### src/rtl/lsu_pkg.sv
// Shared types and constants for the load/store unit: FSM states, funct3 encodings,
// one-hot memory read codes and the sub-word byte-mask helper.
package lsu_pkg;

  typedef enum logic [2:0] {
    IDLE    = 3'd0,
    RD      = 3'd1,
    RD_WAIT = 3'd2,
    WR      = 3'd3,
    RESP    = 3'd4
  } state_t;

  localparam logic [2:0] F3_B  = 3'd0;
  localparam logic [2:0] F3_H  = 3'd1;
  localparam logic [2:0] F3_W  = 3'd2;
  localparam logic [2:0] F3_BU = 3'd4;
  localparam logic [2:0] F3_HU = 3'd5;

  localparam logic [4:0] RMEM_LB  = 5'b00001;
  localparam logic [4:0] RMEM_LH  = 5'b00010;
  localparam logic [4:0] RMEM_LW  = 5'b00100;
  localparam logic [4:0] RMEM_LBU = 5'b01000;
  localparam logic [4:0] RMEM_LHU = 5'b10000;

  // Byte lanes touched by an access of the given size at byte offset off.
  function automatic logic [3:0] mask_for(input logic [2:0] funct3, input logic [1:0] off);
    case (funct3)
      F3_B, F3_BU: mask_for = 4'b0001 << off;
      F3_H, F3_HU: mask_for = 4'b0011 << off;
      default:     mask_for = 4'b1111;
    endcase
  endfunction

  function automatic logic [4:0] rmem_code(input logic [2:0] funct3);
    case (funct3)
      F3_B:    rmem_code = RMEM_LB;
      F3_H:    rmem_code = RMEM_LH;
      F3_W:    rmem_code = RMEM_LW;
      F3_BU:   rmem_code = RMEM_LBU;
      F3_HU:   rmem_code = RMEM_LHU;
      default: rmem_code = 5'b00000;
    endcase
  endfunction

endpackage

### src/rtl/lsu_align.sv
// Combinational data path: extracts/extends a load lane from the read word and
// merges right-justified store data into the read word for sub-word stores.
module lsu_align
  import lsu_pkg::*;
(
  input  logic [31:0] i_load_data,
  input  logic [1:0]  i_off,
  input  logic [2:0]  i_funct3,
  input  logic [31:0] i_wdata,
  input  logic [3:0]  i_mask,
  output logic [31:0] o_load_ext,
  output logic [31:0] o_merged
);

  logic [31:0] w_shifted;
  logic [31:0] w_wshift;
  logic [31:0] w_bmask;

  assign w_shifted = i_load_data >> {i_off, 3'b000};
  assign w_wshift  = i_wdata << {i_off, 3'b000};
  assign w_bmask   = {{8{i_mask[3]}}, {8{i_mask[2]}}, {8{i_mask[1]}}, {8{i_mask[0]}}};
  assign o_merged  = (i_load_data & ~w_bmask) | (w_wshift & w_bmask);

  // NOTE: every branch of a combinational case must assign, or a latch is inferred;
  // the default arm covers the illegal encodings.
  always_comb begin
    case (i_funct3)
      F3_B:    o_load_ext = {{24{w_shifted[7]}}, w_shifted[7:0]};
      F3_H:    o_load_ext = {{16{w_shifted[15]}}, w_shifted[15:0]};
      F3_W:    o_load_ext = w_shifted;
      F3_BU:   o_load_ext = {24'h0, w_shifted[7:0]};
      F3_HU:   o_load_ext = {16'h0, w_shifted[15:0]};
      default: o_load_ext = 32'h0;
    endcase
  end

endmodule

### src/rtl/lsu.sv
// Load/store unit: accepts one request per handshake, checks it, drives the word
// memory port (sub-word stores as read-modify-write) and returns one response pulse.
module lsu
  import lsu_pkg::*;
#(
  parameter int          ADDR_WIDTH = 15,
  parameter logic [31:0] BASE_ADDR  = 32'h0000_0000
) (
  input  logic        clk,
  input  logic        rst,
  input  logic        req_valid,
  output logic        req_ready,
  input  logic        req_we,
  input  logic [2:0]  req_funct3,
  input  logic [31:0] req_addr,
  input  logic [31:0] req_wdata,
  output logic        resp_valid,
  output logic [31:0] resp_rdata,
  output logic        resp_err,
  output logic [3:0]  wmem,
  output logic [4:0]  rmem,
  output logic [31:0] mem_addr,
  output logic [31:0] store_data,
  input  logic [31:0] load_data
);

  localparam logic [32:0] MEM_BYTES = 33'(1) << (ADDR_WIDTH + 2);

  state_t      r_state;
  state_t      w_state_next;
  logic        r_we;
  logic [2:0]  r_funct3;
  logic [1:0]  r_off;
  logic [31:0] r_wdata;
  logic [31:0] r_word_idx;
  logic        r_err;
  logic [31:0] r_rdata;
  logic [31:0] r_wbuf;

  logic        w_accept;
  logic [31:0] w_off;
  logic [31:0] w_word_idx;
  logic        w_in_range;
  logic        w_f3_legal;
  logic        w_misalign;
  logic        w_req_err;
  logic [3:0]  w_mask;
  logic [31:0] w_load_ext;
  logic [31:0] w_merged;

  assign req_ready  = (r_state == IDLE) && !rst;
  assign w_accept   = req_valid && req_ready;
  assign w_off      = req_addr - BASE_ADDR;
  assign w_word_idx = w_off >> 2;
  assign w_in_range = (req_addr >= BASE_ADDR) && ({1'b0, w_off} < MEM_BYTES);
  assign w_f3_legal = req_we ? (req_funct3 inside {F3_B, F3_H, F3_W})
                             : (req_funct3 inside {F3_B, F3_H, F3_W, F3_BU, F3_HU});
  assign w_misalign = ((req_funct3[1:0] == 2'd1) && req_addr[0])
                   || ((req_funct3[1:0] == 2'd2) && (req_addr[1:0] != 2'd0));
  assign w_req_err  = !w_in_range || w_misalign || !w_f3_legal;
  assign w_mask     = mask_for(r_funct3, r_off);

  lsu_align u_align (
    .i_load_data (load_data),
    .i_off       (r_off),
    .i_funct3    (r_funct3),
    .i_wdata     (r_wdata),
    .i_mask      (w_mask),
    .o_load_ext  (w_load_ext),
    .o_merged    (w_merged)
  );

  always_comb begin
    w_state_next = r_state;
    case (r_state)
      IDLE: begin
        if (w_accept) begin
          if (w_req_err)                          w_state_next = RESP;
          else if (req_we && req_funct3 == F3_W) w_state_next = WR;
          else                                    w_state_next = RD;
        end
      end
      RD:      w_state_next = RD_WAIT;
      RD_WAIT: w_state_next = r_we ? WR : RESP;
      WR:      w_state_next = RESP;
      RESP:    w_state_next = IDLE;
      default: w_state_next = IDLE;
    endcase
  end

  // NOTE: state registers use non-blocking assignment so every flop samples the
  // pre-edge values, independent of statement order.
  always_ff @(posedge clk) begin
    if (rst) begin
      r_state    <= IDLE;
      r_we       <= 1'b0;
      r_funct3   <= 3'd0;
      r_off      <= 2'd0;
      r_wdata    <= 32'h0;
      r_word_idx <= 32'h0;
      r_err      <= 1'b0;
      r_rdata    <= 32'h0;
      r_wbuf     <= 32'h0;
    end else begin
      r_state <= w_state_next;
      if (w_accept) begin
        r_we       <= req_we;
        r_funct3   <= req_funct3;
        r_off      <= req_addr[1:0];
        r_wdata    <= req_wdata;
        r_word_idx <= w_word_idx;
        r_err      <= w_req_err;
        r_rdata    <= 32'h0;
      end
      if (r_state == RD_WAIT) begin
        if (r_we) r_wbuf  <= w_merged;
        else      r_rdata <= w_load_ext;
      end
    end
  end

  // Memory strobes are gated by rst so a reset in RD or WR never reaches memory.
  assign rmem       = (r_state == RD && !rst) ? (r_we ? RMEM_LW : rmem_code(r_funct3)) : 5'd0;
  assign wmem       = (r_state == WR && !rst) ? w_mask : 4'd0;
  assign store_data = (r_state == WR) ? ((r_funct3 == F3_W) ? r_wdata : r_wbuf) : 32'h0;
  assign mem_addr   = (r_state == IDLE) ? 32'h0 : r_word_idx;
  assign resp_valid = (r_state == RESP);
  assign resp_err   = resp_valid && r_err;
  assign resp_rdata = resp_valid ? r_rdata : 32'h0;

endmodule

### config.mk
export PLATFORM = sky130hd
export DESIGN_NAME = lsu
export DESIGN_NICKNAME = d
export VERILOG_FILES = /design/src/rtl/lsu_pkg.sv /design/src/rtl/lsu_align.sv /design/src/rtl/lsu.sv
export SDC_FILE = /design/constraint.sdc
export NUM_CORES = 1
export LEC_CHECK = 0
export ABC_AREA = 1
export BUFFER_PORTS_ARGS = -buffer_cell sky130_fd_sc_hd__buf_4
export CAP_MARGIN = 20
export CELL_PAD_IN_SITES_DETAIL_PLACEMENT = 1
export CELL_PAD_IN_SITES_GLOBAL_PLACEMENT = 1
export CORE_ASPECT_RATIO = 0.5
export CORE_MARGIN = 2
export CORE_UTILIZATION = 36
export DETAILED_ROUTE_END_ITERATION = 12
export HOLD_SLACK_MARGIN = 0.03
export PLACE_DENSITY = 0.78
export RECOVER_POWER = 25
export SYNTH_ARGS = -nofsm -noshare
export SYNTH_HDL_FRONTEND = slang
export SYNTH_SLANG_ARGS = --single-unit
### constraint.sdc
create_clock -name clk -period 1.9 [get_ports clk]
set_input_delay 0.38 -clock clk [delete_from_list [all_inputs] [get_ports clk]]
set_output_delay 0.38 -clock clk [all_outputs]
set_load 0.05 [all_outputs]
== After elaboration in Yosys (flattened, before gate mapping) ==
Index checks and enable logic that the tools add are counted.

* Register bits: 136
* Input bits: 103
* Output and inout bits: 108

* Magnitude comparators: 2
* Equal/unequal tests: 15
* Shifts and indexed selects: 4
* Multiplexer cells: 19
* Bitwise gates (word level): 4
* Reduce and logical (&&, ||, !) cells: 24

{| class="wikitable"
|+ Operators by type and width
! kind !! number
|-
| 32-bit two-way mux || 6
|-
| 32-bit one-hot mux with 5 select lines || 1
|-
| 32-bit AND || 2
|-
| 32-bit by 1-bit greater-or-equal comparator with 1-bit output (second input constant) || 1
|-
| 32-bit by 18-bit less-than comparator with 1-bit output (second input constant) || 1
|-
| 32-bit inverter || 1
|-
| 32-bit OR || 1
|-
| 32-bit by 5-bit << shifter with 32-bit output || 1
|-
| 32-bit by 5-bit right shift with 32-bit output || 1
|-
| 30-bit two-way mux || 1
|-
| 5-bit one-hot mux with 5 select lines || 1
|-
| 3-bit == test (second input constant) || 5
|-
| 3-bit by 2-bit == test with 1-bit output (second input constant) || 4
|-
| 3-bit one-hot mux with 4 select lines || 1
|-
| 5-bit two-way mux || 2
|-
| 3-bit by 1-bit == test with 1-bit output (second input constant) || 3
|-
| 1-bit logical AND || 9
|-
| 3-bit zero test || 3
|-
| 3-bit two-way mux || 3
|-
| 4-bit one-hot mux with 2 select lines || 1
|-
| 5-bit nonzero test || 1
|-
| 4-bit two-way mux || 1
|-
| 2-bit OR reduction || 2
|-
| 1-bit by 2-bit << shifter with 4-bit output (first input constant) || 1
|-
| 11 further kinds || 15
|}

== Longest topological paths before layout ==
Gate-level depths: netlist of the first run.

* Depth in word-level cells: 8
* Mapped depth: 10
* Mapped depth without buffers: 10

== Hierarchy ==
From an unflattened synthesis of the first run, not the netlist that was laid out.

* Cells, all modules: 1219
* Area total of the unflattened synthesis: 7768.7 µm²

{| class="wikitable"
|+ By module, submodules not included
! module !! times used !! cells each !! area an instance (µm²) !! sequential area each (µm²)
|-
| lsu || 1 || 858 || 6060.8 || 2722.6
|-
| lsu_align || 1 || 361 || 1707.9 || 0.0
|}

== Worst setup path after synthesis of the first run ==
Ideal clock, no wire load.

* Path kind: register to output
* Start point: register r_state[1]
* End point: output port resp_rdata[10]
* Data arrival time: 2.282 ns
* Required time: 1.520 ns
* Setup slack: -0.762 ns
* Cell stages (with the launch flop): 7
* Buffers on the path: 1
* Cells stage by stage: dfxtp_1 inv_2 nand2_1 nor2_1 inv_1 buf_1 nor2_1

* Word-level cells in the longest chain between the ends: 2

{| class="wikitable"
|+ Ends and longest elaborated chain
! what !! line !! RTL
|-
| start, declared || lsu.sv:29 || <nowiki>state_t r_state;</nowiki>
|-
| start signal, assigned || lsu.sv:105 || <nowiki>r_state <= w_state_next;</nowiki>
|-
| 3-bit == test || lsu.sv:127 || <nowiki>assign resp_valid = (r_state == RESP);</nowiki>
|-
| net resp_valid || lsu.sv:17 || <nowiki>output logic resp_valid,</nowiki>
|-
| 32-bit two-way mux || lsu.sv:129 || <nowiki>assign resp_rdata = resp_valid ? r_rdata : 32'h0;</nowiki>
|-
| end, declared || lsu.sv:18 || <nowiki>output logic [31:0] resp_rdata,</nowiki>
|}

The timed path passes the listed nets, and every way through them passes these cells.

== Final worst setup path of the first run ==
* Start point: register r_state[0]
* End point: output port store_data[18]

* Word-level cells in the longest chain between the ends: 2

{| class="wikitable"
|+ Ends and longest elaborated chain
! what !! line !! RTL
|-
| 3-bit by 2-bit == test with 1-bit output || lsu.sv:125 || <nowiki>assign store_data = (r_state == WR) ? ((r_funct3 == F3_W) ? r_wdata : r_wbuf) : 32'h0;</nowiki>
|-
| 32-bit two-way mux || lsu.sv:125 ||
|-
| end, declared || lsu.sv:23 || <nowiki>output logic [31:0] store_data,</nowiki>
|}

Every way passes these cells.

==> results of run 1 <==
cells by family after synthesis:
group,Yosys count
and+or+nand+nor,464
AOI/OAI and AO/OA,340
buffers and inverters,264
DFF,136
other,1
metrics by stage:
step	power, mW	cells
final	8.66	1713
after CTS	8.41	1685
after floorplan	4.19	1206
after global placement	4.77	1637
after detailed placement	4.81	1637
after global routing	8.95	1713
report_power, final:
part / switching, mW / internal, mW
registers: 0.118 / 2.98
clock network: 1.36 / 2.12
logic: 1.31 / 0.765
total: 2.79 / 5.87
layer usage:
| metal | global-route usage | wire length (um) | up-vias |
|---|---|---|---|
| met4 | 0.0926 | 969 | 0 |
| met1 | 0.372 | 14900 | 4474 |
| met5 | 0 | 0 | - |
| met2 | 0.469 | 16700 | 341 |
| met3 | 0.0735 | 2710 | 83 |
| li1 | - | - | 4347 |
final timing paths:
| path | from | to | slack (ns) | depth (start not counted) |
|---|---|---|---|---|
| worst min register to register | r_word_idx[19]$_SDFFE_PP0P_ | r_word_idx[19]$_SDFFE_PP0P_ | 0.45 | 2 |
| worst min-delay path | req_wdata[21] | r_wdata[21]$_SDFFE_PP0P_ | 0.14 | 3 |
| worst max register to register | r_state[0]$_SDFFE_PP0P_ | r_state[0]$_SDFFE_PP0P_ | -0.14 | 9 |
| worst max-delay path | r_state[0]$_SDFFE_PP0P_ | store_data[18] | -0.34 | 8 |
state kept, by name, summed over array words and instances (netlist names):
| name | flops |
|---|---|
| r_rdata | 32 |
| r_wbuf | 32 |
| r_wdata | 32 |
| r_word_idx | 30 |
| r_funct3 | 3 |
| r_state | 3 |
| r_off | 2 |
| r_err | 1 |
| r_we | 1 |
final cells by class:
| type | instances | area [um2] | area share |
|---|---|---|---|
| clock inverters | 10 | 145 | 0.0122 |
| inverters | 175 | 673 | 0.0564 |
| well taps | 273 | 342 | 0.0286 |
| clock buffers | 20 | 457 | 0.0383 |
| flip-flops and latches | 136 | 2740 | 0.229 |
| repair inverters | 1 | 7.51 | 0.000629 |
| repair buffers | 291 | 3020 | 0.253 |
| multi-input cells | 807 | 4560 | 0.382 |
worst max-delay path: cells and delay by family (launching register included):
family                 cells  cell delay [ns]
flip-flops                 1             0.35
buffers and inverters      5             0.67
AO/OA/AOI/OAI              2             0.19
AND/OR/NAND/NOR            1             0.20
cells in the mapped netlist, types with 8 or more instances:
cell                         n  area share
sky130_fd_sc_hd__a21oi_2     8      0.0090
sky130_fd_sc_hd__a21oi_1   151       0.097
sky130_fd_sc_hd__nor2_1    103       0.050
sky130_fd_sc_hd__o21ai_0   132       0.085
sky130_fd_sc_hd__inv_2      11      0.0053
sky130_fd_sc_hd__buf_6      14       0.020
sky130_fd_sc_hd__a31oi_1     8      0.0064
sky130_fd_sc_hd__buf_4      12       0.012
sky130_fd_sc_hd__nand3_2    12       0.015
sky130_fd_sc_hd__o21ai_1    19       0.012
sky130_fd_sc_hd__nand2_1   222        0.11
sky130_fd_sc_hd__o211ai_1   22       0.021
sky130_fd_sc_hd__dfxtp_1   136        0.35
sky130_fd_sc_hd__clkbuf_1   35       0.017
sky130_fd_sc_hd__nand4_1     8      0.0064
sky130_fd_sc_hd__buf_2      22       0.014
sky130_fd_sc_hd__inv_1     163       0.079
sky130_fd_sc_hd__nand3_1    97       0.063
what timing repair did:
item,CTS,global route
cloned,5,11
endpoints found under the hold margin,0,0
hold buffers,0,0
pin swaps,8,17
resized for setup,139,117
endpoints found under the setup margin,104,120
setup buffers,13,19
==> flow_summary.html, run 1 <==
<table>
<tr><th>Metric</th><th>Value</th></tr>
<tr><th colspan="2">Outcome</th></tr>
<tr><td>Run status</td><td>finished, violations left</td></tr>
<tr><td>Violated checks</td><td>negative setup slack</td></tr>
<tr><th colspan="2">Pwr</th></tr>
<tr><td>PwrDens</td><td>725 mW/mm2</td></tr>
<tr><td>Worst ir drop on vdd</td><td>0.531 mV</td></tr>
<tr><td>Reported leakage power</td><td>4.86 nW</td></tr>
<tr><th colspan="2">Synthesis</th></tr>
<tr><td>Netlist cell types</td><td>32</td></tr>
<tr><td>Area fraction in compound gates after synthesis</td><td>0.232</td></tr>
<tr><td>Share of flip-flops with an asynchronous set or reset</td><td>0</td></tr>
<tr><td>Netlist area before placement</td><td>0.00776 mm2</td></tr>
<tr><td>Ys flop type</td><td>sky130_fd_sc_hd__dfxtp_1</td></tr>
<tr><td>Xor and xnor area share after synthesis</td><td>0</td></tr>
<tr><td>Portion of the post-synthesis area used by sequential elements</td><td>0.351</td></tr>
<tr><td>Area fraction in and, or, nand and nor cells after synthesis</td><td>0.267</td></tr>
<tr><td>Synthesized area per cell</td><td>6.44 um2</td></tr>
<tr><td>EDFF count, synth</td><td>0</td></tr>
<tr><td>Post-Synthesis Cells</td><td>1205</td></tr>
<tr><td>Synthesized flop and latch total</td><td>136</td></tr>
<tr><td>Main combinational cell family by area after synthesis</td><td>simple AND/OR/NAND/NOR gates</td></tr>
<tr><td>Proportion of synthesized area in mux cells</td><td>0</td></tr>
<tr><td>Total of warnings raised by yosys</td><td>0</td></tr>
<tr><td>Adder and majority gate portion of the synthesized area</td><td>0</td></tr>
<tr><th colspan="2">Clock network</th></tr>
<tr><td>TritonCTS buffer count</td><td>17</td></tr>
<tr><td>Bufs on Longest Clock Path</td><td>2</td></tr>
<tr><td>Clock sink count</td><td>136</td></tr>
<tr><td>Clock latency on the worst-skew pair</td><td>0.44 ns</td></tr>
<tr><td>H-Tree Level Count</td><td>4</td></tr>
<tr><td>Clock transition at the registers of the reported paths</td><td>0.06 ns</td></tr>
<tr><td>Library cell used as clock root buffer</td><td>sky130_fd_sc_hd__clkbuf_16</td></tr>
<tr><td>TritonCTS clock tree</td><td>yes</td></tr>
<tr><th colspan="2">Route</th></tr>
<tr><td>Vias after detailed routing</td><td>9245</td></tr>
<tr><td>Detail-routed net length per standard cell</td><td>20.6 um</td></tr>
<tr><td>1st-pass router iterations</td><td>5</td></tr>
<tr><td>Initial DRC Count</td><td>698</td></tr>
<tr><td>DRC</td><td>0</td></tr>
<tr><td>Total wire length after detailed routing</td><td>35300 um</td></tr>
<tr><td>Number of nets with antenna violations after detailed routing</td><td>0</td></tr>
<tr><td>Mean number of vias per cell</td><td>5.40</td></tr>
<tr><th colspan="2">Setup path</th></tr>
<tr><td>Largest fanout on the critical path</td><td>8</td></tr>
<tr><td>Largest stage delay on the critical path</td><td>0.35 ns</td></tr>
<tr><td>Setup crit start kind</td><td>register</td></tr>
<tr><td>Worst-path cell with the longest stage delay</td><td>sky130_fd_sc_hd__dfxtp_2</td></tr>
<tr><td>Cell-by-cell trace of the critical path</td><td>inv_4 -&gt; nor3_4 -&gt; buf_12 -&gt; buf_12 -&gt; buf_4 -&gt; o21ai_4 -&gt; a21oi_4 -&gt; buf_6</td></tr>
<tr><td>Cell seen most often among critical-path stages</td><td>sky130_fd_sc_hd__buf_12</td></tr>
<tr><td>Critical Path End Type</td><td>primary output</td></tr>
<tr><td>Data arrival time of the critical path</td><td>1.86 ns</td></tr>
<tr><td>Critical path class</td><td>register to primary output</td></tr>
<tr><td>Critical path data required time</td><td>1.52 ns</td></tr>
<tr><th colspan="2">GRT</th></tr>
<tr><td>Vias in the first global route</td><td>9063</td></tr>
<tr><td>Maximum number of pins on one net before global-route repair</td><td>64</td></tr>
<tr><td>Total global-route track usage</td><td>0.287</td></tr>
<tr><td>Wire length of the first global-routing pass</td><td>50100 um</td></tr>
<tr><td>Total congestion overflow</td><td>0</td></tr>
<tr><td>Number of antenna violations at the first check in global routing</td><td>0</td></tr>
<tr><th colspan="2">STA</th></tr>
<tr><td>Relative slew slack</td><td>0.538</td></tr>
<tr><td>Post-route worst hold slack</td><td>0.136 ns</td></tr>
<tr><td>Setup repair after global routing missed its margin</td><td>yes</td></tr>
<tr><td>Number of failing hold endpoints at the final stage</td><td>0</td></tr>
<tr><td>Smallest setup slack after layout</td><td>-0.340 ns</td></tr>
<tr><td>Crit path time final</td><td>2.24 ns</td></tr>
<tr><td>Count of pins over their slew limit</td><td>0</td></tr>
<tr><td>Endpoints failing setup</td><td>187</td></tr>
<tr><td>Fraction of the cycle the final worst path needs</td><td>1.18</td></tr>
<tr><td>Final sum of negative setup slack</td><td>-29.22 ns</td></tr>
<tr><td>Peak Freq</td><td>446 MHz</td></tr>
<tr><td>Slew @ Worst Pin</td><td>0.693 ns</td></tr>
<tr><td>Final Skew</td><td>0.0137 ns</td></tr>
<tr><th colspan="2">Final layout</th></tr>
<tr><td>Number of fill cells in the layout</td><td>2556</td></tr>
<tr><td>Most common library cell in the layout ignoring fill and taps</td><td>sky130_fd_sc_hd__nand2_1</td></tr>
<tr><td>Syn-to-layout area delta</td><td>53.8%</td></tr>
<tr><td>Core Util, Final</td><td>0.573</td></tr>
<tr><td>Most used cells in the layout excluding fill and tap cells</td><td>219 x sky130_fd_sc_hd__nand2_1, 157 x sky130_fd_sc_hd__inv_1, 152 x sky130_fd_sc_hd__buf_4</td></tr>
<tr><td>Final cell area excluding filler cells</td><td>0.0119 mm2</td></tr>
<tr><td>Antenna cell count</td><td>0</td></tr>
<tr><td>Number of nets in the finished design</td><td>1532</td></tr>
<tr><td>Proportion of layout cells with a drive suffix above 1</td><td>0.347</td></tr>
<tr><th colspan="2">Placed design</th></tr>
<tr><td>Routability cong.</td><td>0.890</td></tr>
<tr><td>Input/output buffers</td><td>208</td></tr>
<tr><td>Pre-CTS setup slack</td><td>0.0619 ns</td></tr>
<tr><td>Instance area after placement</td><td>0.00992 mm2</td></tr>
<tr><td>HPWL after DPL</td><td>23200 um</td></tr>
<tr><th colspan="2">Die</th></tr>
<tr><td>Vert. Die Dim</td><td>108 um</td></tr>
<tr><td>DIE WIDTH</td><td>212 um</td></tr>
<tr><td>Core area</td><td>0.0208 mm2</td></tr>
<tr><td>Top-Level Pins</td><td>211</td></tr>
<tr><td>Initial core utilization</td><td>0.373</td></tr>
<tr><td>Die area</td><td>0.0228 mm2</td></tr>
<tr><td>Core Rows</td><td>37</td></tr>
<tr><th colspan="2">Min path</th></tr>
<tr><td>Worst hold-check path type</td><td>input pin to register</td></tr>
<tr><th colspan="2">Run</th></tr>
<tr><td>Max-cap violations</td><td>0</td></tr>
</table>
(Power assumes the default switching activity.)
==> run 2: changes to the inputs <==
GPL_TIMING_DRIVEN = 0   (was not set)
clock period = 2.4 ns   (was 1.9 ns; I/O delays follow)
==> flow_summary.html, run 2 (synthesized netlist as in run 1, its figures left out) <==
<table>
<tr><th>Metric</th><th>Value</th></tr>
<tr><th colspan="2">Setup path</th></tr>
<tr><td>Largest stage delay on the critical path</td><td>0.33 ns</td></tr>
<tr><td>Number of cells on the worst reg-to-reg path</td><td>7</td></tr>
<tr><td>Reg2reg setup slack</td><td>0.14 ns</td></tr>
<tr><td>Critical path data required time</td><td>1.92 ns</td></tr>
<tr><td>Worst Setup EP</td><td>store_data[17]</td></tr>
<tr><td>Critical Path End Type</td><td>primary output</td></tr>
<tr><td>Cell-by-cell trace of the critical path</td><td>inv_2 -&gt; nor3_4 -&gt; buf_6 -&gt; buf_6 -&gt; o21ai_0 -&gt; a21oi_1 -&gt; buf_4</td></tr>
<tr><td>Data arrival time of the critical path</td><td>1.86 ns</td></tr>
<tr><td>Capture instance of the worst register-to-register path</td><td>r_funct3[0]$_SDFFE_PP0P_</td></tr>
<tr><td>Buffer and inverter count on the worst path</td><td>4</td></tr>
<tr><td>Largest fanout on the critical path</td><td>10</td></tr>
<tr><td>Launch point of the worst reg-to-reg path</td><td>r_state[0]$_SDFFE_PP0P_</td></tr>
<tr><td>Setup crit start kind</td><td>register</td></tr>
<tr><td>Total stage count of the critical path</td><td>7</td></tr>
<tr><td>CP top delay family</td><td>buffers and inverters</td></tr>
<tr><td>Critical path class</td><td>register to primary output</td></tr>
<tr><td>Worst Setup SP</td><td>r_state[0]$_SDFFE_PP0P_</td></tr>
<tr><td>Cell seen most often among critical-path stages</td><td>sky130_fd_sc_hd__buf_6</td></tr>
<tr><td>Worst-path cell with the longest stage delay</td><td>sky130_fd_sc_hd__dfxtp_2</td></tr>
<tr><th colspan="2">STA</th></tr>
<tr><td>Final Skew</td><td>0.0135 ns</td></tr>
<tr><td>Smallest setup slack after layout</td><td>0.0564 ns</td></tr>
<tr><td>Endpoints failing setup</td><td>0</td></tr>
<tr><td>Crit path time final</td><td>2.34 ns</td></tr>
<tr><td>Setup repair after global routing missed its margin</td><td>yes</td></tr>
<tr><td>Final sum of negative setup slack</td><td>0 ns</td></tr>
<tr><td>Relative slew slack</td><td>0.462</td></tr>
<tr><td>Count of pins over their slew limit</td><td>0</td></tr>
<tr><td>Slew @ Worst Pin</td><td>0.807 ns</td></tr>
<tr><td>Peak Freq</td><td>427 MHz</td></tr>
<tr><td>Number of failing hold endpoints at the final stage</td><td>0</td></tr>
<tr><td>Post-route worst hold slack</td><td>0.222 ns</td></tr>
<tr><td>Fraction of the cycle the final worst path needs</td><td>0.977</td></tr>
<tr><th colspan="2">Route</th></tr>
<tr><td>1st-pass router iterations</td><td>5</td></tr>
<tr><td>Wire length on met1</td><td>15700 um</td></tr>
<tr><td>Mean number of vias per cell</td><td>5.22</td></tr>
<tr><td>Initial DRC Count</td><td>571</td></tr>
<tr><td>Sum of met2 wire segment lengths after detailed routing</td><td>15900 um</td></tr>
<tr><td>Number of nets with antenna violations after detailed routing</td><td>0</td></tr>
<tr><td>Detail-routed net length per standard cell</td><td>19.9 um</td></tr>
<tr><td>Vias after detailed routing</td><td>9023</td></tr>
<tr><td>DRC</td><td>0</td></tr>
<tr><td>Total length of routed met3 wires</td><td>2150 um</td></tr>
<tr><td>Topmost layer with routed signal wires</td><td>met4</td></tr>
<tr><td>Total wire length after detailed routing</td><td>34400 um</td></tr>
<tr><th colspan="2">Outcome</th></tr>
<tr><td>Run status</td><td>completed</td></tr>
<tr><th colspan="2">Pwr</th></tr>
<tr><td>PwrDens</td><td>624 mW/mm2</td></tr>
<tr><td>Worst ir drop on vdd</td><td>0.440 mV</td></tr>
<tr><td>Reported leakage power</td><td>4.56 nW</td></tr>
<tr><td>Total Power Consumption</td><td>6.63 mW</td></tr>
<tr><th colspan="2">Die</th></tr>
<tr><td>Initial core utilization</td><td>0.373</td></tr>
<tr><td>Vert. Die Dim</td><td>108 um</td></tr>
<tr><td>Core area</td><td>0.0208 mm2</td></tr>
<tr><td>DIE WIDTH</td><td>212 um</td></tr>
<tr><td>Core Rows</td><td>37</td></tr>
<tr><td>Die area</td><td>0.0228 mm2</td></tr>
<tr><td>Top-Level Pins</td><td>211</td></tr>
<tr><th colspan="2">Run</th></tr>
<tr><td>Max-cap violations</td><td>0</td></tr>
<tr><th colspan="2">Clock network</th></tr>
<tr><td>Clock latency on the worst-skew pair</td><td>0.45 ns</td></tr>
<tr><td>Clock transition at the registers of the reported paths</td><td>0.07 ns</td></tr>
<tr><td>Clock sink count</td><td>136</td></tr>
<tr><td>TritonCTS clock tree</td><td>yes</td></tr>
<tr><td>Bufs on Longest Clock Path</td><td>2</td></tr>
<tr><td>TritonCTS buffer count</td><td>17</td></tr>
<tr><td>H-Tree Level Count</td><td>4</td></tr>
<tr><td>Hold bufs inserted after CTS</td><td>0</td></tr>
<tr><td>Library cell used as clock root buffer</td><td>sky130_fd_sc_hd__clkbuf_16</td></tr>
<tr><th colspan="2">GRT</th></tr>
<tr><td>Number of antenna violations at the first check in global routing</td><td>0</td></tr>
<tr><td>Maximum number of pins on one net before global-route repair</td><td>17</td></tr>
<tr><td>Vias in the first global route</td><td>9204</td></tr>
<tr><td>Total congestion overflow</td><td>0</td></tr>
<tr><td>Wire length of the first global-routing pass</td><td>52100 um</td></tr>
<tr><td>Total global-route track usage</td><td>0.307</td></tr>
<tr><th colspan="2">Placed design</th></tr>
<tr><td>HPWL after DPL</td><td>27500 um</td></tr>
<tr><td>Input/output buffers</td><td>208</td></tr>
<tr><td>Cell count after placement</td><td>1687</td></tr>
<tr><td>Pre-CTS setup slack</td><td>-0.154 ns</td></tr>
<tr><td>Routability cong.</td><td>0.930</td></tr>
<tr><th colspan="2">Final layout</th></tr>
<tr><td>Largest registers</td><td>r_rdata: 32 flops, r_wbuf: 32 flops, r_wdata: 32 flops</td></tr>
<tr><td>Number of nets in the finished design</td><td>1544</td></tr>
<tr><td>Most common library cell in the layout ignoring fill and taps</td><td>sky130_fd_sc_hd__buf_4</td></tr>
<tr><td>Number of cells in the finished layout apart from fillers</td><td>1727</td></tr>
<tr><td>Syn-to-layout area delta</td><td>36.8%</td></tr>
<tr><td>Most used cells in the layout excluding fill and tap cells</td><td>224 x sky130_fd_sc_hd__buf_4, 222 x sky130_fd_sc_hd__nand2_1, 161 x sky130_fd_sc_hd__inv_1</td></tr>
<tr><td>Proportion of layout cells with a drive suffix above 1</td><td>0.271</td></tr>
<tr><td>Antenna cell count</td><td>0</td></tr>
<tr><th colspan="2">Min path</th></tr>
<tr><td>Worst hold-check path type</td><td>input pin to register</td></tr>
<tr><td>Hold path depth</td><td>3</td></tr>
</table>
-- run 2: power breakdown --
part / internal, mW / switching [mW]
combinational: 0.455 / 0.941
clock: 1.65 / 1.14
sequential: 2.36 / 0.0827
-- run 2: layout make-up --
class	count	area, um2
fill	2761	10200
multi-input combinational	806	4030
sequential	136	2730
timing repair buffer	218	1690
inverter	175	662
buffer	87	553
clock buffer	17	425
tap	273	342
clock inverter	15	190
-- run 2: per-stage QoR --
stage                     instance area (um2)  utilization
after global placement                   9720        0.466
final                                   10600        0.510
after CTS                               10500        0.504
after detailed placement                 9720        0.466
after global routing                    10600        0.510
after floorplan                          7810            -
-- run 2: worst min path at each step --
| stage | from | to |
|---|---|---|
| final | req_wdata[18] | r_wdata[18]$_SDFFE_PP0P_ |
| after global routing | req_wdata[18] | r_wdata[18]$_SDFFE_PP0P_ |
| after CTS | req_wdata[18] | r_wdata[18]$_SDFFE_PP0P_ |
| after detailed placement | r_word_idx[4]$_SDFFE_PP0P_ | r_word_idx[4]$_SDFFE_PP0P_ |
| after global placement | r_word_idx[25]$_SDFFE_PP0P_ | r_word_idx[25]$_SDFFE_PP0P_ |
| after floorplan | r_word_idx[0]$_SDFFE_PP0P_ | r_word_idx[0]$_SDFFE_PP0P_ |
-- run 2: timing repair --
action                     4_1_cts  5_1_grt
setup endpoints to repair      101       75
gates cloned                     0        1
buffers inserted                 7        2
pin swaps                        2        2
resized for setup               43       41
-- run 2: metal layers --
metal	GRT usage	vias up
met3	0.0694	40
met5	0	-
met2	0.505	248
li1	-	4367
met1	0.402	4368
met4	0.0926	0
-- run 2: worst register-to-register path, cell delays in order, from the launching register on --
cell and delay, ns:
sky130_fd_sc_hd__dfxtp_2 0.32, sky130_fd_sc_hd__inv_2 0.12, sky130_fd_sc_hd__nand2_2 0.13, sky130_fd_sc_hd__nor2_1 0.20
sky130_fd_sc_hd__nand2_1 0.43, sky130_fd_sc_hd__clkbuf_1 0.35, sky130_fd_sc_hd__o21ai_0 0.50, sky130_fd_sc_hd__a21oi_1 0.07
==> run 3: changes to the inputs <==
CORE_UTILIZATION = 39   (was 36)
PLACE_DENSITY = 0.83   (was 0.78)
REMOVE_ABC_BUFFERS = 1   (was not set)
clock period = 2.9 ns   (was 2.4 ns; I/O delays follow)
==> flow_summary.html, run 3 (synthesized netlist as in run 1, its figures left out) <==
<table>
<tr><th>Metric</th><th>Value</th></tr>
<tr><th colspan="2">Pwr</th></tr>
<tr><td>Design internal power</td><td>3.74 mW</td></tr>
<tr><td>Switching power total</td><td>1.70 mW</td></tr>
<tr><td>Fraction of power consumed by sequential logic</td><td>0.370</td></tr>
<tr><td>PwrDens</td><td>542 mW/mm2</td></tr>
<tr><td>Worst ir drop on vdd</td><td>0.423 mV</td></tr>
<tr><td>Clock power frac</td><td>0.441</td></tr>
<tr><td>Combinational fraction of design power</td><td>0.190</td></tr>
<tr><td>Switching Share</td><td>0.312</td></tr>
<tr><td>Reported leakage power</td><td>4.29 nW</td></tr>
<tr><th colspan="2">Route</th></tr>
<tr><td>Total wire length after detailed routing</td><td>30000 um</td></tr>
<tr><td>Number of nets with antenna violations after detailed routing</td><td>0</td></tr>
<tr><td>1st-pass router iterations</td><td>4</td></tr>
<tr><td>DRC</td><td>0</td></tr>
<tr><td>Vias after detailed routing</td><td>8763</td></tr>
<tr><td>Mean number of vias per cell</td><td>5.36</td></tr>
<tr><td>Initial DRC Count</td><td>502</td></tr>
<tr><td>Detail-routed net length per standard cell</td><td>18.3 um</td></tr>
<tr><th colspan="2">Clock network</th></tr>
<tr><td>Hold bufs inserted after CTS</td><td>0</td></tr>
<tr><td>Clock sink count</td><td>136</td></tr>
<tr><td>Library cell used as clock root buffer</td><td>sky130_fd_sc_hd__clkbuf_16</td></tr>
<tr><td>TritonCTS buffer count</td><td>17</td></tr>
<tr><td>TritonCTS clock tree</td><td>yes</td></tr>
<tr><td>Bufs on Longest Clock Path</td><td>2</td></tr>
<tr><td>Clock latency on the worst-skew pair</td><td>0.44 ns</td></tr>
<tr><td>H-Tree Level Count</td><td>4</td></tr>
<tr><td>Clock transition at the registers of the reported paths</td><td>0.06 ns</td></tr>
<tr><th colspan="2">Final layout</th></tr>
<tr><td>Final cell area excluding filler cells</td><td>0.0100 mm2</td></tr>
<tr><td>Number of cells in the finished layout apart from fillers</td><td>1636</td></tr>
<tr><td>Syn-to-layout area delta</td><td>29.3%</td></tr>
<tr><td>Number of nets in the finished design</td><td>1460</td></tr>
<tr><td>Largest registers</td><td>r_rdata: 32 flops, r_wbuf: 32 flops, r_wdata: 32 flops</td></tr>
<tr><td>Proportion of layout cells with a drive suffix above 1</td><td>0.218</td></tr>
<tr><td>Core Util, Final</td><td>0.514</td></tr>
<tr><td>Most common library cell in the layout ignoring fill and taps</td><td>sky130_fd_sc_hd__nand2_1</td></tr>
<tr><td>Most used cells in the layout excluding fill and tap cells</td><td>222 x sky130_fd_sc_hd__nand2_1, 210 x sky130_fd_sc_hd__buf_4, 163 x sky130_fd_sc_hd__inv_1</td></tr>
<tr><td>Antenna cell count</td><td>0</td></tr>
<tr><th colspan="2">Setup path</th></tr>
<tr><td>Largest stage delay on the critical path</td><td>0.40 ns</td></tr>
<tr><td>Worst-path cell with the longest stage delay</td><td>sky130_fd_sc_hd__dfxtp_2</td></tr>
<tr><td>Largest fanout on the critical path</td><td>51</td></tr>
<tr><td>Setup crit start kind</td><td>register</td></tr>
<tr><td>Cell-by-cell trace of the critical path</td><td>nor2_4 -&gt; nand2_8 -&gt; clkinvlp_4 -&gt; buf_4 -&gt; o21ai_0 -&gt; a21oi_1 -&gt; buf_4</td></tr>
<tr><td>Buffer and inverter count on the worst path</td><td>3</td></tr>
<tr><td>Data arrival time of the critical path</td><td>2.18 ns</td></tr>
<tr><td>Cell seen most often among critical-path stages</td><td>sky130_fd_sc_hd__buf_4</td></tr>
<tr><td>CP top delay family</td><td>buffers and inverters</td></tr>
<tr><td>Critical Path End Type</td><td>primary output</td></tr>
<tr><td>Critical path class</td><td>register to primary output</td></tr>
<tr><td>Critical path data required time</td><td>2.32 ns</td></tr>
<tr><th colspan="2">STA</th></tr>
<tr><td>Setup repair after global routing missed its margin</td><td>no</td></tr>
<tr><td>Final Skew</td><td>0.0105 ns</td></tr>
<tr><td>Final sum of negative setup slack</td><td>0 ns</td></tr>
<tr><td>Peak Freq</td><td>363 MHz</td></tr>
<tr><td>Count of pins over their slew limit</td><td>0</td></tr>
<tr><td>Relative slew slack</td><td>0.368</td></tr>
<tr><td>Endpoints failing setup</td><td>0</td></tr>
<tr><td>Number of failing hold endpoints at the final stage</td><td>0</td></tr>
<tr><td>Crit path time final</td><td>2.76 ns</td></tr>
<tr><td>Fraction of the cycle the final worst path needs</td><td>0.950</td></tr>
<tr><td>Slew @ Worst Pin</td><td>0.946 ns</td></tr>
<tr><th colspan="2">Outcome</th></tr>
<tr><td>Run status</td><td>completed</td></tr>
<tr><th colspan="2">Placed design</th></tr>
<tr><td>Routability cong.</td><td>0.818</td></tr>
<tr><td>HPWL after DPL</td><td>19100 um</td></tr>
<tr><td>Instance area after placement</td><td>0.00928 mm2</td></tr>
<tr><td>Input/output buffers</td><td>208</td></tr>
<tr><td>Cell count after placement</td><td>1596</td></tr>
<tr><th colspan="2">GRT</th></tr>
<tr><td>Vias in the first global route</td><td>8833</td></tr>
<tr><td>Maximum number of pins on one net before global-route repair</td><td>164</td></tr>
<tr><td>Total global-route track usage</td><td>0.279</td></tr>
<tr><td>Total congestion overflow</td><td>0</td></tr>
<tr><td>Number of antenna violations at the first check in global routing</td><td>1</td></tr>
<tr><td>Wire length of the first global-routing pass</td><td>46900 um</td></tr>
<tr><th colspan="2">Run</th></tr>
<tr><td>Max-cap violations</td><td>0</td></tr>
<tr><th colspan="2">Min path</th></tr>
<tr><td>Worst hold-check path type</td><td>input pin to register</td></tr>
<tr><th colspan="2">Die</th></tr>
<tr><td>Initial core utilization</td><td>0.398</td></tr>
<tr><td>Top-Level Pins</td><td>211</td></tr>
<tr><td>Vert. Die Dim</td><td>104 um</td></tr>
<tr><td>Core Rows</td><td>36</td></tr>
<tr><td>Die area</td><td>0.0211 mm2</td></tr>
<tr><td>Core area</td><td>0.0195 mm2</td></tr>
<tr><td>DIE WIDTH</td><td>204 um</td></tr>
</table>
run 3: changes by cell type in the layout (fill, tap and decap cells not counted), sizes merged:
cell	delta
buf	-54
clkbuf	-30
clkinv	-2
clkinvlp	+2
inv	-2
bufinv	+1
nand2	+1
run 3: cell type report:
cell class	instances	area, um2
Timing Repair Buffer	220	1740
Sequential cell	136	2730
Inverter	175	686
Fill cell	2582	9470
Clock buffer	18	439
Tap cell	266	333
Multi-Input combinational cell	807	3910
Clock inverter	14	198
run 3: metal layers:
metal  track usage  vias up  wire [um]
li1              -     4190          -
met5             0        -          0
met2         0.453      318      13900
met4         0.113        0        771
met3        0.0648       65       2400
met1         0.357     4190      12800
run 3: power by group through the flow:
| stage | Combinational (mW) | Clock (mW) | Sequential (mW) |
|---|---|---|---|
| global placement | 0.888 | 0 | 2.07 |
| detailed placement | 0.964 | 0 | 2.05 |
| global route | 1.13 | 2.49 | 2.02 |
| floorplan | 0.553 | 0 | 2.05 |
| CTS | 0.996 | 2.42 | 2.01 |
| finish | 1.03 | 2.40 | 2.01 |
run 3: per-stage QoR:
step	power [mW]	hold WS [ns]	setup slack, ns
floorplan	2.60	0.432	-0.977
global placement	2.96	0.440	-2.41
detailed placement	3.02	0.447	-0.336
CTS	5.43	0.324	-0.0212
global route	5.63	0.334	0.0301
finish	5.44	0.338	0.144
run 3: worst paths after layout:
check / from / to / slack (ns) / cells past startpoint
worst max-delay path: r_funct3[2]$_SDFFE_PP0P_ / store_data[3] / 0.14 / 7
worst min-delay path: req_wdata[23] / r_wdata[23]$_SDFFE_PP0P_ / 0.34 / 3
worst max register to register: r_state[2]$_SDFFE_PP0P_ / r_wbuf[19]$_SDFFE_PP0P_ / 0.34 / 7
worst min register to register: r_word_idx[18]$_SDFFE_PP0P_ / r_word_idx[18]$_SDFFE_PP0P_ / 0.45 / 2
run 3: worst reg2reg max path, delay by kind of cell (launching register included):
family	cells	cell delay [ns]
simple gates	3	1.04
flops	1	0.37
compound gates	1	0.35
buf+inv	3	0.75
run 3: repair_timing:
| item | in CTS | in global routing |
|---|---|---|
| resized for setup | 13 | 7 |
| endpoints found under the setup margin | 17 | 20 |
| setup buffers | 5 | 1 |
| cloned | 0 | 1 |
| pin swaps | 1 | 1 |
